===== src/rtl/bcd_arb_pkg.sv =====
// rtl/bcd_arb_pkg.sv - shared types, defaults and width helper for the BCD converter arbiter
package bcd_arb_pkg;

  localparam int N_REQ_DEF = 4;
  localparam int BIN_W     = 12;
  localparam int BCD_W     = 16;

  typedef enum logic [1:0] {
    ARB   = 2'd0,
    WAIT  = 2'd1,
    DRAIN = 2'd2,
    RESP  = 2'd3
  } state_t;

  function automatic int clog2(input int v);
    int r;
    r = 0;
    for (int i = 0; i < 31; i++) begin
      if ((1 << i) < v) r = i + 1;
    end
    return r;
  endfunction

endpackage


===== src/rtl/rr_arbiter.sv =====
// rtl/rr_arbiter.sv - combinational round-robin winner search starting at ptr, with wrap-around
module rr_arbiter
  import bcd_arb_pkg::*;
#(
  parameter int N_REQ = N_REQ_DEF,
  parameter int IDX_W = clog2(N_REQ)
) (
  input  logic [N_REQ-1:0] req,
  input  logic [IDX_W-1:0] ptr,
  output logic [IDX_W-1:0] winner,
  output logic             found
);

  // Wrapped candidates (below ptr) are found first and then overridden by any hit at or above ptr.
  always_comb begin
    winner = '0;
    found  = 1'b0;
    for (int i = N_REQ - 1; i >= 0; i--) begin
      if (req[i] && (i < int'(ptr))) begin
        winner = IDX_W'(i);
        found  = 1'b1;
      end
    end
    for (int i = N_REQ - 1; i >= 0; i--) begin
      if (req[i] && (i >= int'(ptr))) begin
        winner = IDX_W'(i);
        found  = 1'b1;
      end
    end
  end

endmodule


===== src/rtl/bcd_conv_arbiter.sv =====
// rtl/bcd_conv_arbiter.sv - round-robin sharing of one binary-to-BCD converter with a timeout watchdog
module bcd_conv_arbiter
  import bcd_arb_pkg::*;
#(
  parameter int N_REQ   = N_REQ_DEF,
  parameter int BIN_W   = bcd_arb_pkg::BIN_W,
  parameter int BCD_W   = bcd_arb_pkg::BCD_W,
  parameter int TIMEOUT = 64
) (
  input  logic                   clk,
  input  logic                   reset_n,
  input  logic [N_REQ-1:0]       req_valid,
  input  logic [N_REQ*BIN_W-1:0] req_bin,
  output logic [N_REQ-1:0]       req_ack,
  output logic [N_REQ-1:0]       resp_valid,
  output logic [BCD_W-1:0]       resp_bcd,
  output logic                   resp_err,
  output logic                   busy,
  output logic                   conv_start,
  output logic [BIN_W-1:0]       conv_binary,
  input  logic [BCD_W-1:0]       conv_bcd,
  input  logic                   conv_ready
);

  localparam int IDX_W = clog2(N_REQ);
  localparam int TMR_W = clog2(TIMEOUT);

  state_t             r_state, w_next;
  logic [IDX_W-1:0]   r_rr_ptr, r_gnt_idx, w_winner;
  logic [TMR_W-1:0]   r_timer;
  logic               w_found, w_grant, w_timeout;
  logic [N_REQ-1:0]   r_req_ack, r_resp_valid, w_ack_nxt, w_resp_nxt;
  logic [BCD_W-1:0]   r_resp_bcd, w_bcd_nxt;
  logic               r_resp_err, w_err_nxt;
  logic               r_busy, r_conv_start, w_start_nxt;
  logic [BIN_W-1:0]   r_conv_binary;

  rr_arbiter #(.N_REQ(N_REQ), .IDX_W(IDX_W)) u_rr (
    .req    (req_valid),
    .ptr    (r_rr_ptr),
    .winner (w_winner),
    .found  (w_found)
  );

  // A converter still showing ready (e.g. after a controller-only reset) must drain before a new grant.
  assign w_grant   = w_found && !conv_ready;
  assign w_timeout = (r_timer == TMR_W'(TIMEOUT - 1));

  always_ff @(posedge clk or negedge reset_n) begin
    if (!reset_n) r_state <= ARB;
    else          r_state <= w_next;
  end

  always_comb begin
    w_next = r_state;
    case (r_state)
      ARB:     if (w_grant) w_next = WAIT;
      WAIT: begin
        if (conv_ready)     w_next = DRAIN;
        else if (w_timeout) w_next = RESP;
      end
      DRAIN:   w_next = RESP;
      RESP:    w_next = ARB;
      default: w_next = ARB;
    endcase
  end

  always_comb begin
    w_ack_nxt   = '0;
    w_resp_nxt  = '0;
    w_start_nxt = r_conv_start;
    w_bcd_nxt   = r_resp_bcd;
    w_err_nxt   = r_resp_err;
    case (r_state)
      ARB: begin
        if (w_grant) begin
          w_ack_nxt[w_winner] = 1'b1;
          w_start_nxt         = 1'b1;
        end
      end
      WAIT: begin
        if (conv_ready) begin
          w_start_nxt = 1'b0;
        end else if (w_timeout) begin
          w_start_nxt            = 1'b0;
          w_resp_nxt[r_gnt_idx]  = 1'b1;
          w_bcd_nxt              = '0;
          w_err_nxt              = 1'b1;
        end
      end
      DRAIN: begin
        w_resp_nxt[r_gnt_idx] = 1'b1;
        w_bcd_nxt             = conv_bcd;
        w_err_nxt             = 1'b0;
      end
      default: ;
    endcase
  end

  always_ff @(posedge clk or negedge reset_n) begin
    if (!reset_n) begin
      r_rr_ptr      <= '0;
      r_gnt_idx     <= '0;
      r_timer       <= '0;
      r_conv_binary <= '0;
      r_req_ack     <= '0;
      r_resp_valid  <= '0;
      r_resp_bcd    <= '0;
      r_resp_err    <= 1'b0;
      r_conv_start  <= 1'b0;
      r_busy        <= 1'b0;
    end else begin
      r_req_ack    <= w_ack_nxt;
      r_resp_valid <= w_resp_nxt;
      r_resp_bcd   <= w_bcd_nxt;
      r_resp_err   <= w_err_nxt;
      r_conv_start <= w_start_nxt;
      r_busy       <= (w_next != ARB);
      if ((r_state == ARB) && w_grant) begin
        r_conv_binary <= req_bin[int'(w_winner)*BIN_W +: BIN_W];
        r_gnt_idx     <= w_winner;
        r_rr_ptr      <= (int'(w_winner) == N_REQ - 1) ? '0 : w_winner + 1'b1;
        r_timer       <= '0;
      end else if (r_state == WAIT) begin
        r_timer <= r_timer + 1'b1;
      end
    end
  end

  assign req_ack     = r_req_ack;
  assign resp_valid  = r_resp_valid;
  assign resp_bcd    = r_resp_bcd;
  assign resp_err    = r_resp_err;
  assign busy        = r_busy;
  assign conv_start  = r_conv_start;
  assign conv_binary = r_conv_binary;

endmodule

===== config.mk =====
export PLATFORM = sky130hd
export DESIGN_NAME = bcd_conv_arbiter
export DESIGN_NICKNAME = d
export VERILOG_FILES = /design/src/rtl/bcd_arb_pkg.sv /design/src/rtl/rr_arbiter.sv /design/src/rtl/bcd_conv_arbiter.sv
export SDC_FILE = /design/constraint.sdc
export NUM_CORES = 1
export LEC_CHECK = 0
export CAP_MARGIN = 20
export CORE_ASPECT_RATIO = 1.25
export CORE_MARGIN = 8
export CORE_UTILIZATION = 40
export CTS_BUF_LIST = sky130_fd_sc_hd__clkbuf_2
export CTS_CLUSTER_DIAMETER = 100
export DETAILED_ROUTE_END_ITERATION = 10
export PLACE_DENSITY = 0.77
export SYNTH_ARGS = -nofsm -noshare
export SYNTH_HDL_FRONTEND = slang
export SYNTH_SLANG_ARGS = --single-unit

===== constraint.sdc =====
create_clock -name clk -period 4.7 [get_ports clk]
set_clock_uncertainty 0.05 [all_clocks]
set_input_delay 0.47 -clock clk [delete_from_list [all_inputs] [get_ports clk]]
set_output_delay 0.47 -clock clk [all_outputs]
set_load 0.1 [all_outputs]

Word level (Yosys, flattened, before mapping)
Cells that the tools add are included.
{ "word_totals": {"register_bits": 51, "inputBits": 71, "elab_cells": 92, "out_inout_bits": 39} }
{ "op_classes": {"mux": 40, "n_eq_ne": 9, "n_reduce_logical": 18, "n_lt_le_gt_ge": 10, "shift": 1, "n_addsub": 2, "mul": 1} }
{ "ops": {"columns": ["operator", "n"], "rows": [
  ["variable part select 48 x 7 -> 12 bit", 1],
  ["2-to-1 mux 16 bit", 2],
  ["case mux 16 bit (2 select lines)", 1],
  ["2-to-1 mux 2 bit", 11],
  ["2-to-1 mux 4 bit", 4],
  ["2-to-1 mux 1 bit", 14],
  ["2-to-1 mux 6 bit", 2],
  ["logical AND 1 bit", 10],
  ["case mux 2 bit (4 select lines)", 1],
  ["case mux 4 bit (2 select lines)", 1],
  ["nonzero test 2 bit", 4],
  ["adder 6 x 1 -> 6 bit, second input constant", 1],
  ["== test 6 bit, second input constant", 1],
  ["< comparator 2 x 3 -> 1 bit, second input constant", 2],
  ["inequality test 2 bit, second input constant", 3],
  ["AND reduction 3 bit", 2],
  ["demux 1 bit (select 2 bit)", 2],
  ["== test 2 x 1 -> 1 bit, second input constant", 2],
  ["== test 2 bit, second input constant", 2],
  ["greater-or-equal comparator 1 x 2 -> 1 bit, first input constant", 2],
  ["greater-or-equal comparator 2 x 1 -> 1 bit, second input constant", 2],
  ["< comparator 1 x 2 -> 1 bit, first input constant", 2],
  ["multiplier 2 x 2 -> 4 bit, second input constant", 1],
  ["case mux 1 bit (2 select lines)", 2],
  ["other kinds (6)", 6]
]} }

Depth between registers and ports, before layout
{ "logic_depth": {"ltp_word": 15, "mapped_depth": 8, "mapped_depth_nobuf": 6} }

Hierarchy
From an unflattened synthesis, not the netlist that was laid out.
{ "hier_totals": {"cells_unflattened": 220, "hier_area_um2": 2514.9} }
{ "modules_own_cells": {"columns": ["mod", "seq_area_each_um2", "area_each_um2", "n_inst", "cells_per_inst"], "rows": [
  ["bcd_conv_arbiter", 1276.2, 2437.3, 1, 205],
  ["rr_arbiter", 0.0, 77.6, 1, 15]
]} }

Least setup slack after synthesis
OpenSTA, ideal clock, no wires.
{ "synth_path": {"path_type": "reg2reg", "startpoint": "reg r_timer[0]", "endpoint": "reg r_resp_bcd[10], in the netlist resp_bcd[10]", "path_stages_with_launch": 9, "n_path_buf": 2, "slack_ns": 2.945, "setup_ns": 0.122, "synth_period_minus_slack_ns": 1.755, "t_arrival_ns": 1.583, "t_required_ns": 4.528, "cell_sequence": "dfrtp_1 ha_1 and3_1 nand3_1 o21ai_0 and2_1 buf_4 buf_4 a22o_1"} }
{ "synth_between": {"elab_chain_cells": 3} }
{ "synth_rtl": {"columns": ["item", "line", "rtl"], "rows": [
  ["start: declaration", "bcd_conv_arbiter.sv:30", "logic [TMR_W-1:0] r_timer;"],
  ["start signal: assignment", "bcd_conv_arbiter.sv:125", "r_timer <= r_timer + 1'b1;"],
  ["== test 6 bit", "bcd_conv_arbiter.sv:47", "assign w_timeout = (r_timer == TMR_W'(TIMEOUT - 1));"],
  ["inequality test 2 bit (no line)", null, null],
  ["AND reduction 3 bit (no line)", null, null],
  ["end signal: assignment", "bcd_conv_arbiter.sv:115", "r_resp_bcd <= w_bcd_nxt;"],
  ["end: declaration", "bcd_conv_arbiter.sv:33", "logic [BCD_W-1:0] r_resp_bcd, w_bcd_nxt;"]
]} }
No other way between the ends.
A chain may end at the register's enable or synchronous reset.

Worst setup path in the final report
{ "layout_path": {"startpoint": "reg r_conv_start, in the netlist conv_start", "endpoint": "out conv_start"} }
{ "layout_lines": {"columns": ["item", "line", "rtl"], "rows": [
  ["start: declaration", "bcd_conv_arbiter.sv:35", "logic r_busy, r_conv_start, w_start_nxt;"],
  ["start signal: assignment", "bcd_conv_arbiter.sv:117", "r_conv_start <= w_start_nxt;"],
  ["end: declaration", "bcd_conv_arbiter.sv:19", "output logic conv_start,"]
]} }
No word-level cell between the ends.

==> metrics.md <==
| Metric | Value |
|---|---|
| Outcome | `completed` |
| CP max stage cell | `clkdlybuf4s50_1` |
| Syn Inst Count | `212` |
| Slew HR | `0.329` |
| EDFF count, synth | `0` |
| Initial Util | `0.410` |
| First-pass GRT wire length | `10400 um` |
| Vias in the first global route | `2153` |
| Library cells used by synthesis | `41` |
| Final Hold Viols | `0` |
| CTS max path bufs | `2` |
| Crit-path leading delay family | `buffers and inverters` |
| Setup TNS | `0 ns` |
| Final core utilization | `0.593` |
| GR Util All Layers | `0.143` |
| Initial antenna violation count | `0` |
| Most common cell after layout, fill and taps aside | `clkdlybuf4s50_1` |
| Rows | `32` |
| Commonest cells after routing, fill and taps aside | `clkdlybuf4s50_1, dfrtp_1, mux2i_1` |
| Die height | `105 um` |
| Nets | `397` |
| DR iter-0 viols | `74` |
| Placed wire-length estimate | `4840 um` |
| Setup WS post-layout | `2.16 ns` |
| Sw Ratio | `0.575` |
| Clock power share | `0.063` |
| Setup CP Type | `reg -> out` |
| Switching power | `1.56 mW` |
| Post-CTS resize count | `0` |
| Actual slew at the worst max-slew pin | `1.00 ns` |
| Fmax | `0.394 GHz` |
| Sinks on Clock Net | `51` |
| Combinational power share | `0.675` |
| CP required | `4.18 ns` |
| Antenna Violating Nets Remaining | `0` |
| Ant diodes | `0` |
| CTS tree | `built` |
| Cell Area, Synth | `0.00251 mm^2` |
| CP max FO | `3` |
| Chip width | `86.9 um` |
| Asr flop ratio synth | `1.00` |
| Vias per inst | `4.95` |
| Share of cells above drive strength 1 | `0.0627` |
| Critical Path AT | `2.02 ns` |
| Final period util | `0.541` |
| Total grt overflow | `0` |
| Core area | `0.00613 mm^2` |
| Cts bufs inserted | `5` |
| Buffers plus inverters on the worst setup path | `1` |
| Cell breakdown of the critical path | `clkdlybuf4s50_1` |
| Drt wl/cell | `15.8 um` |
| Max IR drop VDD | `0.455 mV` |
| DRC | `0` |
| DRT Pass-1 Iters | `4` |
| Slew Limit Fails | `0` |
| Worst Hold Class | `in -> async` |
| Vias | `2001` |
| Reg power frac | `0.262` |
| Dpl ws | `2.21 ns` |
| Root Buffer | `clkbuf_2` |
| Startpoint Class | `flip-flop` |
| IO Pins | `110` |
| Largest net degree at the start of global routing | `52` |
| Max-Cap Viols | `0` |
| Port Buffer Count | `109` |
| Yosys reg bits | `51` |
| Clk slew on worst S/H paths | `0.25 ns` |
| Final wirelength | `6390 um` |
| Postcts setup bufs | `0` |
| Mapped Avg Cell Area | `11.8 um^2` |
| Setup violations, final | `0` |
| Seq/Total Area, Yosys | `0.508` |
| RePlAce Congestion | `0.743` |
| Most used DFF post-synth | `dfrtp_1` |
| Die area | `0.00909 mm^2` |
| Cts hold-fix bufs | `0` |
| Time the worst path needs with I/O delays and setup | `2.54 ns` |
| Layout area overhead | `44.7%` |
| Clock latency on the worst-skew pair | `0.43 ns` |
| RSZ-0062 raised after global routing | `no` |
| H-tree levels | `2` |
| CP endpoint kind | `primary output` |
| Leakage | `1.63 nW` |
| R2r setup slk | `2.63 ns` |
| Power per Cell Area | `745 mW/mm^2` |
| Delay of the slowest critical-path stage | `1.15 ns` |
| Internal power | `1.15 mW` |
| Syn nets | `291` |
| Yosys warns | `0` |
[flip-flops by register name, indices dropped and copies added (netlist names)]
name         cells
r_rr_ptr         2
r_timer          6
resp_valid       4
r_state          2
conv_start       1
resp_bcd        16
busy             1
r_gnt_idx        2
req_ack          4
resp_err         1
conv_binary     12
[layout make-up]
class	count	area (um^2)
Multi-Input combinational cell	141	1080
Clock buffer	7	35.0
Inverter	8	30.0
Clock inverter	1	5.00
Fill cell	528	2490
Tap cell	85	106
Timing Repair Buffer	111	1100
Sequential cell	51	1280
[kinds of logic after synthesis]
| logic type | after synthesis | share of synthesized area |
|---|---|---|
| and+or+nand+nor | 53 | 0.106 |
| DFF | 51 | 0.508 |
| AOI/OAI and AO/OA | 49 | 0.163 |
| muxes | 26 | 0.104 |
| buffers and inverters | 20 | 0.0613 |
| adders and majority gates | 8 | 0.0399 |
| xor gates and xnor gates | 5 | 0.0174 |
[worst register-to-register path, stage by stage, from the launching register on]
cell and delay [ns]:
dfrtp_1 0.47, ha_1 0.22, and3_1 0.20, nand3_1 0.14, nor3_2 0.09, a21oi_2 0.57, a22o_1 0.26
[worst paths after layout]
kind                              start         endpoint  cells past startpoint
max                          conv_start       conv_start                      1
min                             reset_n  conv_binary[11]                      2
max reg2reg                  r_timer[0]      resp_bcd[9]                      6
min reg2reg                r_gnt_idx[0]    resp_valid[2]                      1
max in group asynchronous       reset_n   conv_binary[5]                      2
min in group clk           r_gnt_idx[0]    resp_valid[2]                      1
[cells in the mapped netlist (3+ instances only)]
master	count	area share
nand2_1	22	0.033
xor2_1	3	0.010
ha_1	8	0.040
nor2_1	10	0.015
inv_1	7	0.010
a22o_1	17	0.059
and3_1	6	0.015
o221ai_1	12	0.042
dfrtp_1	51	0.51
buf_6	5	0.022
a21oi_1	3	0.0060
o21ai_0	5	0.010
mux2i_1	25	0.10
nor3b_1	3	0.0090
[metrics by stage]
step | total power [mW] | cell area, um^2 | instances | hold WS [ns]
after floorplan | 2.15 | 2510 | 212 | 0.124
after global placement | 2.54 | 3590 | 396 | 0.420
after detailed placement | 2.56 | 3590 | 396 | 0.426
after CTS | 2.74 | 3630 | 404 | 0.0487
after global routing | 2.84 | 3630 | 404 | 0.0486
final | 2.71 | 3630 | 404 | 0.0349
[power by group through the flow]
stage                     Sequential [mW]  Combinational [mW]  Clock, mW
after floorplan                      1.64               0.512          0
after global placement              0.716                1.83          0
after detailed placement            0.717                1.84          0
after CTS                           0.711                1.85      0.183
after global routing                0.732                1.92      0.196
final                               0.710                1.83      0.171
[routing by layer]
| metal | GRT usage | part of all wire |
|---|---|---|
| met1 | 0.169 | 0.42 |
| met3 | 0.0776 | 0.13 |
| met4 | 0.0444 | 0.010 |
| met5 | 0 | 0 |
| met2 | 0.218 | 0.45 |
Note: power is estimated with default switching activity, not from simulation.
==> RTL change 1: new RTL, same settings <==
Set the parameter `TIMEOUT` to 32 (it was 64).
--- a/src/rtl/bcd_conv_arbiter.sv
+++ b/src/rtl/bcd_conv_arbiter.sv
@@ -5,7 +5,7 @@
   parameter int N_REQ   = N_REQ_DEF,
   parameter int BIN_W   = bcd_arb_pkg::BIN_W,
   parameter int BCD_W   = bcd_arb_pkg::BCD_W,
-  parameter int TIMEOUT = 64
+  parameter int TIMEOUT = 32
 ) (
   input  logic                   clk,
   input  logic                   reset_n,
Behaviour: same outputs for any inputs over 10 cycles, from zero or initial values and one cycle with reset_n low; that may be too few to reach the edited logic, so the function may still have changed.
==> RTL change 1 against the unedited design <==
Cell area decreased by 1.2%. Area after synthesis down 5.4%. Routed wire length is 2.8% lower. Non-clock buffer count increased by 3. Sequential cell count is 1 lower. Total power increased by 2.9%. Register-to-register slack worse by 260 ps. Worst setup slack gained 8.8 ps. Largest cell class unchanged. Largest power group unchanged.
==> RTL change 1: results (changes against the unedited design) <==
- Worst reg2reg path endpoint: conv_binary[7] (was resp_bcd[9])
- Delay-heaviest family, CP: buffers and inverters (unchanged)
- Synth cell count leaders: 50 x dfrtp_1, 26 x mux2i_1, 22 x nand2_1, 16 x a22o_1, 14 x nor2_1 (was 51 x dfrtp_1, 25 x mux2i_1, 22 x nand2_1, 17 x a22o_1, 12 x o221ai_1)
- Clk slew on worst S/H paths: 220 ps (was 250 ps)
- Total Wirelength: 6212 µm (was 6393 µm)
- P_leak: 1.644 nW (was 1.630 nW)
- Syn avg cell area: 11.16 µm² (was 11.85 µm²)
- Fin cells: 390 (was 404)
- Layout cell share with drive strength beyond 1: 0.04321 (was 0.06270)
- Count of cell types in the netlist: 32 (was 41)
- FILL cells: 474 (was 528)
- Status: complete, no violations (unchanged)
- Vias/cell: 5.185 (was 4.953)
- Top post-synthesis cells by area: dfrtp_1 53%, mux2i_1 11%, a22o_1 5.9% (was dfrtp_1 51%, mux2i_1 10%, a22o_1 5.9%)
- Total Routing Usage GR: 0.1458 (was 0.1433)
- Sw power: 1.585 mW (was 1.557 mW)
- Hold slack: 354.8 ps (was 34.90 ps)
- Worst R2R Start: r_state[1] (was r_timer[0])
- DR WL met2: 2893 µm (was 2853 µm)
- Inst Count DP: 380 (was 396)
- Sequential fraction of design power: 0.249 (was 0.262)
- First DRT Iteration DRCs: 83 (was 74)
- Synth Warn #: 0 (unchanged)
- Mapped Nets: 293 (was 291)
- Comb pwr share: 0.670 (was 0.675)
- Global-route wire length before repair: 10180 µm (was 10420 µm)
- Num CTS Buffers: 5 (unchanged)
- Maximum VDD drop: 377.6 µV (was 454.5 µV)
- Met3 Wirelength: 582 µm (was 818 µm)
- Largest net degree at the start of global routing: 51 (was 52)
- Slew margin rel.: 0.3244 (was 0.3286)
- Post-synthesis sequential area ratio: 0.5266 (was 0.5082)
- Vias in the first global route: 2165 (was 2153)
- Met1 Wirelength: 2654 µm (was 2655 µm)
- Register-to-Register Setup Slack: 2370 ps (was 2630 ps)
- Critical Path AT: approximately 2000 ps
- Gpl congestion: 0.7850 (was 0.7429)
- DPL Wire Length: 4876 µm (was 4839 µm)
- Combinational group power: 1.87 mW (was 1.83 mW)
-- RTL change 1: changes by cell type in the layout (fill, tap and decap cells not counted), sizes merged, moves of 3 or more --
cell | before | now
nor2 | 11 | 14
nor3b | 3 | 0
a21oi | 4 | 7
and3 | 6 | 1
-- RTL change 1: layer usage --
metal,global-route usage,up-vias
met2,0.2386,92
met4,0.04258,0
met5,0,-
met3,0.06677,7
li1,-,986
met1,0.1676,937
-- RTL change 1: cell families after synthesis --
group	share of synthesized area
muxes	0.1095
adders and majority gates	0.04739
buffers and inverters	0.04528
xor gates and xnor gates	0.01106
and+or+nand+nor	0.1016
AOI/OAI and AO/OA	0.1585
DFF	0.5266
-- RTL change 1: what timing repair did --
item | 4_1_cts | 5_1_grt
hold buffers | 0 | 1
endpoints found under the hold margin | 0 | 9
buffers inserted | 0 | 0
-- RTL change 1: final cells by class --
cell class	count	area [µm²]	share of cell area
Sequential cell	50	1251	0.3483
Multi-Input combinational cell	142	1017	0.2832
Timing Repair Buffer	114	1139	0.3170
Clock buffer	7	35.03	0.009753
Tap cell	66	82.58	0.02299
Clock inverter	1	30.03	0.008359
Inverter	10	37.54	0.01045
-- RTL change 1: stage by stage --
step / area (µm²) / worst slack (ps)
2_1_floorplan: 2376 / 2745
3_3_place_gp: 3482 / 1966
3_5_place_dp: 3497 / 1847
4_1_cts: 3562 / 2152
5_1_grt: 3592 / 2069
6_report: 3592 / 2168
-- RTL change 1: how the worst max path moves through the flow --
stage                       from        endpoint  cells after the start
floorplan             r_timer[0]    resp_bcd[10]                      8
global placement    req_valid[0]  conv_binary[8]                      6
detailed placement  req_valid[0]  conv_binary[7]                      6
CTS                     resp_err        resp_err                      1
global route          r_state[0]  conv_binary[9]                      6
finish                  resp_err        resp_err                      1
==> RTL change 2: new RTL, config.mk and constraints unchanged <==
Made on the original files. `r_resp_bcd` no longer has a reset.
--- a/src/rtl/bcd_conv_arbiter.sv
+++ b/src/rtl/bcd_conv_arbiter.sv
@@ -105,14 +105,12 @@
       r_conv_binary <= '0;
       r_req_ack     <= '0;
       r_resp_valid  <= '0;
-      r_resp_bcd    <= '0;
       r_resp_err    <= 1'b0;
       r_conv_start  <= 1'b0;
       r_busy        <= 1'b0;
     end else begin
       r_req_ack    <= w_ack_nxt;
       r_resp_valid <= w_resp_nxt;
-      r_resp_bcd   <= w_bcd_nxt;
       r_resp_err   <= w_err_nxt;
       r_conv_start <= w_start_nxt;
       r_busy       <= (w_next != ARB);
@@ -127,6 +125,10 @@
     end
   end
 
+  always_ff @(posedge clk) begin
+    r_resp_bcd <= w_bcd_nxt;
+  end
+
   assign req_ack     = r_req_ack;
   assign resp_valid  = r_resp_valid;
   assign resp_bcd    = r_resp_bcd;
Formal check against the unedited RTL: differs if reset_n is asserted again (counterexample within 4 cycles, from zero or initial values and one cycle with reset_n low); with reset_n held inactive, the same outputs for 10 cycles.
==> RTL change 2 against the unedited design <==
Cell area is 0.24% higher. Maximum frequency is 0.22% lower. First-iteration DRC count is 18% higher. Routed wire length is 3.7% lower. Total power is 9.7% lower. Worst hold slack worse by 7.1 ps. Combinational power is 16% lower. Worst setup slack worse by 5.7 ps. Final cell count is 0.50% higher. Clock power is 29% higher. Critical endpoint is now conv_binary[3]. Area after synthesis is 2.5% lower. Sequential cell count stayed put.
==> RTL change 2: results (changes against the unedited design) <==
- Status: complete, no violations (unchanged)
- Gpl congestion: 0.7435 (was 0.7429)
- First DRT Iteration DRCs: 87 (was 74)
- Largest net degree at the start of global routing: 36 (was 52)
- EDFF count, synth: 16 (was 0)
- Inst Count DP: 399 (was 396)
- DPL Wire Length: 4917 µm (was 4839 µm)
- Total Routing Usage GR: 0.1459 (was 0.1433)
- Mapped Nets: 294 (was 291)
- Hold slack: 27.85 ps (was 34.90 ps)
- Synth cell count leaders: 35 x dfrtp_1, 25 x mux2i_1, 25 x nand2_1, 20 x and2_1, 16 x edfxtp_1 (was 51 x dfrtp_1, 25 x mux2i_1, 22 x nand2_1, 17 x a22o_1, 12 x o221ai_1)
- Met3 Wirelength: 708 µm (was 818 µm)
- FILL cells: 499 (was 528)
- Maximum VDD drop: 360.5 µV (was 454.5 µV)
- Placed Area: 0.003583 mm² (was 0.003595 mm²)
- Layout cell share with drive strength beyond 1: 0.03115 (was 0.06270)
- DR WL met2: 2697 µm (was 2853 µm)
- Clock group: 0.220 mW (was 0.171 mW)
- Min Tclk post-route: 2547 ps (was 2541 ps)
- Fin cells: 406 (was 404)
- P_leak: 1.575 nW (was 1.630 nW)
- Top post-synthesis cells by area: dfrtp_1 36%, edfxtp_1 20%, mux2i_1 10% (was dfrtp_1 51%, mux2i_1 10%, a22o_1 5.9%)
- Sequential fraction of design power: 0.285 (was 0.262)
- Register-to-Register Setup Slack: 2290 ps (was 2630 ps)
- Pre-CTS setup slack: 1788 ps (was 2214 ps)
- Global-route wire length before repair: 10280 µm (was 10420 µm)
- Worst R2R Start: r_state[0] (was r_timer[0])
- Met1 Wirelength: 2696 µm (was 2655 µm)
- Via count: 1985 (was 2001)
- Met2 usage: 0.2344 (was 0.2177)
- Met1 Use GR: 0.1710 (was 0.1690)
- Worst reg2reg path endpoint: conv_binary[9] (was resp_bcd[9])
- Post-synth ARST share: 0.6863 (was 1.000)
- Post-Syn Instances: 215 (was 212)
[RTL change 2: worst max-delay path by stage]
stage                           to  depth (start not counted)
detailed placement  conv_binary[9]                          6
floorplan              resp_bcd[0]                          6
finish              conv_binary[3]                          1
global placement    conv_binary[1]                          6
CTS                 conv_binary[3]                          1
global route        conv_binary[9]                          6
[RTL change 2: kinds of logic after synthesis]
| family | count (synthesis) | synth area share |
|---|---|---|
| buffers and inverters | 19 | 0.03883 |
| xor gates and xnor gates | 5 | 0.01789 |
| muxes | 25 | 0.1022 |
| adders and majority gates | 8 | 0.04088 |
| and+or+nand+nor | 75 | 0.1502 |
| DFF | 51 | 0.5539 |
| AOI/OAI and AO/OA | 32 | 0.09606 |
[RTL change 2: cell type report]
type	count	share of cell area
Sequential cell	51	0.3723
Clock buffer	6	0.008242
Inverter	8	0.008242
Clock inverter	1	0.008242
Multi-Input combinational cell	145	0.2737
Tap cell	85	0.02919
Timing Repair Buffer	110	0.3001
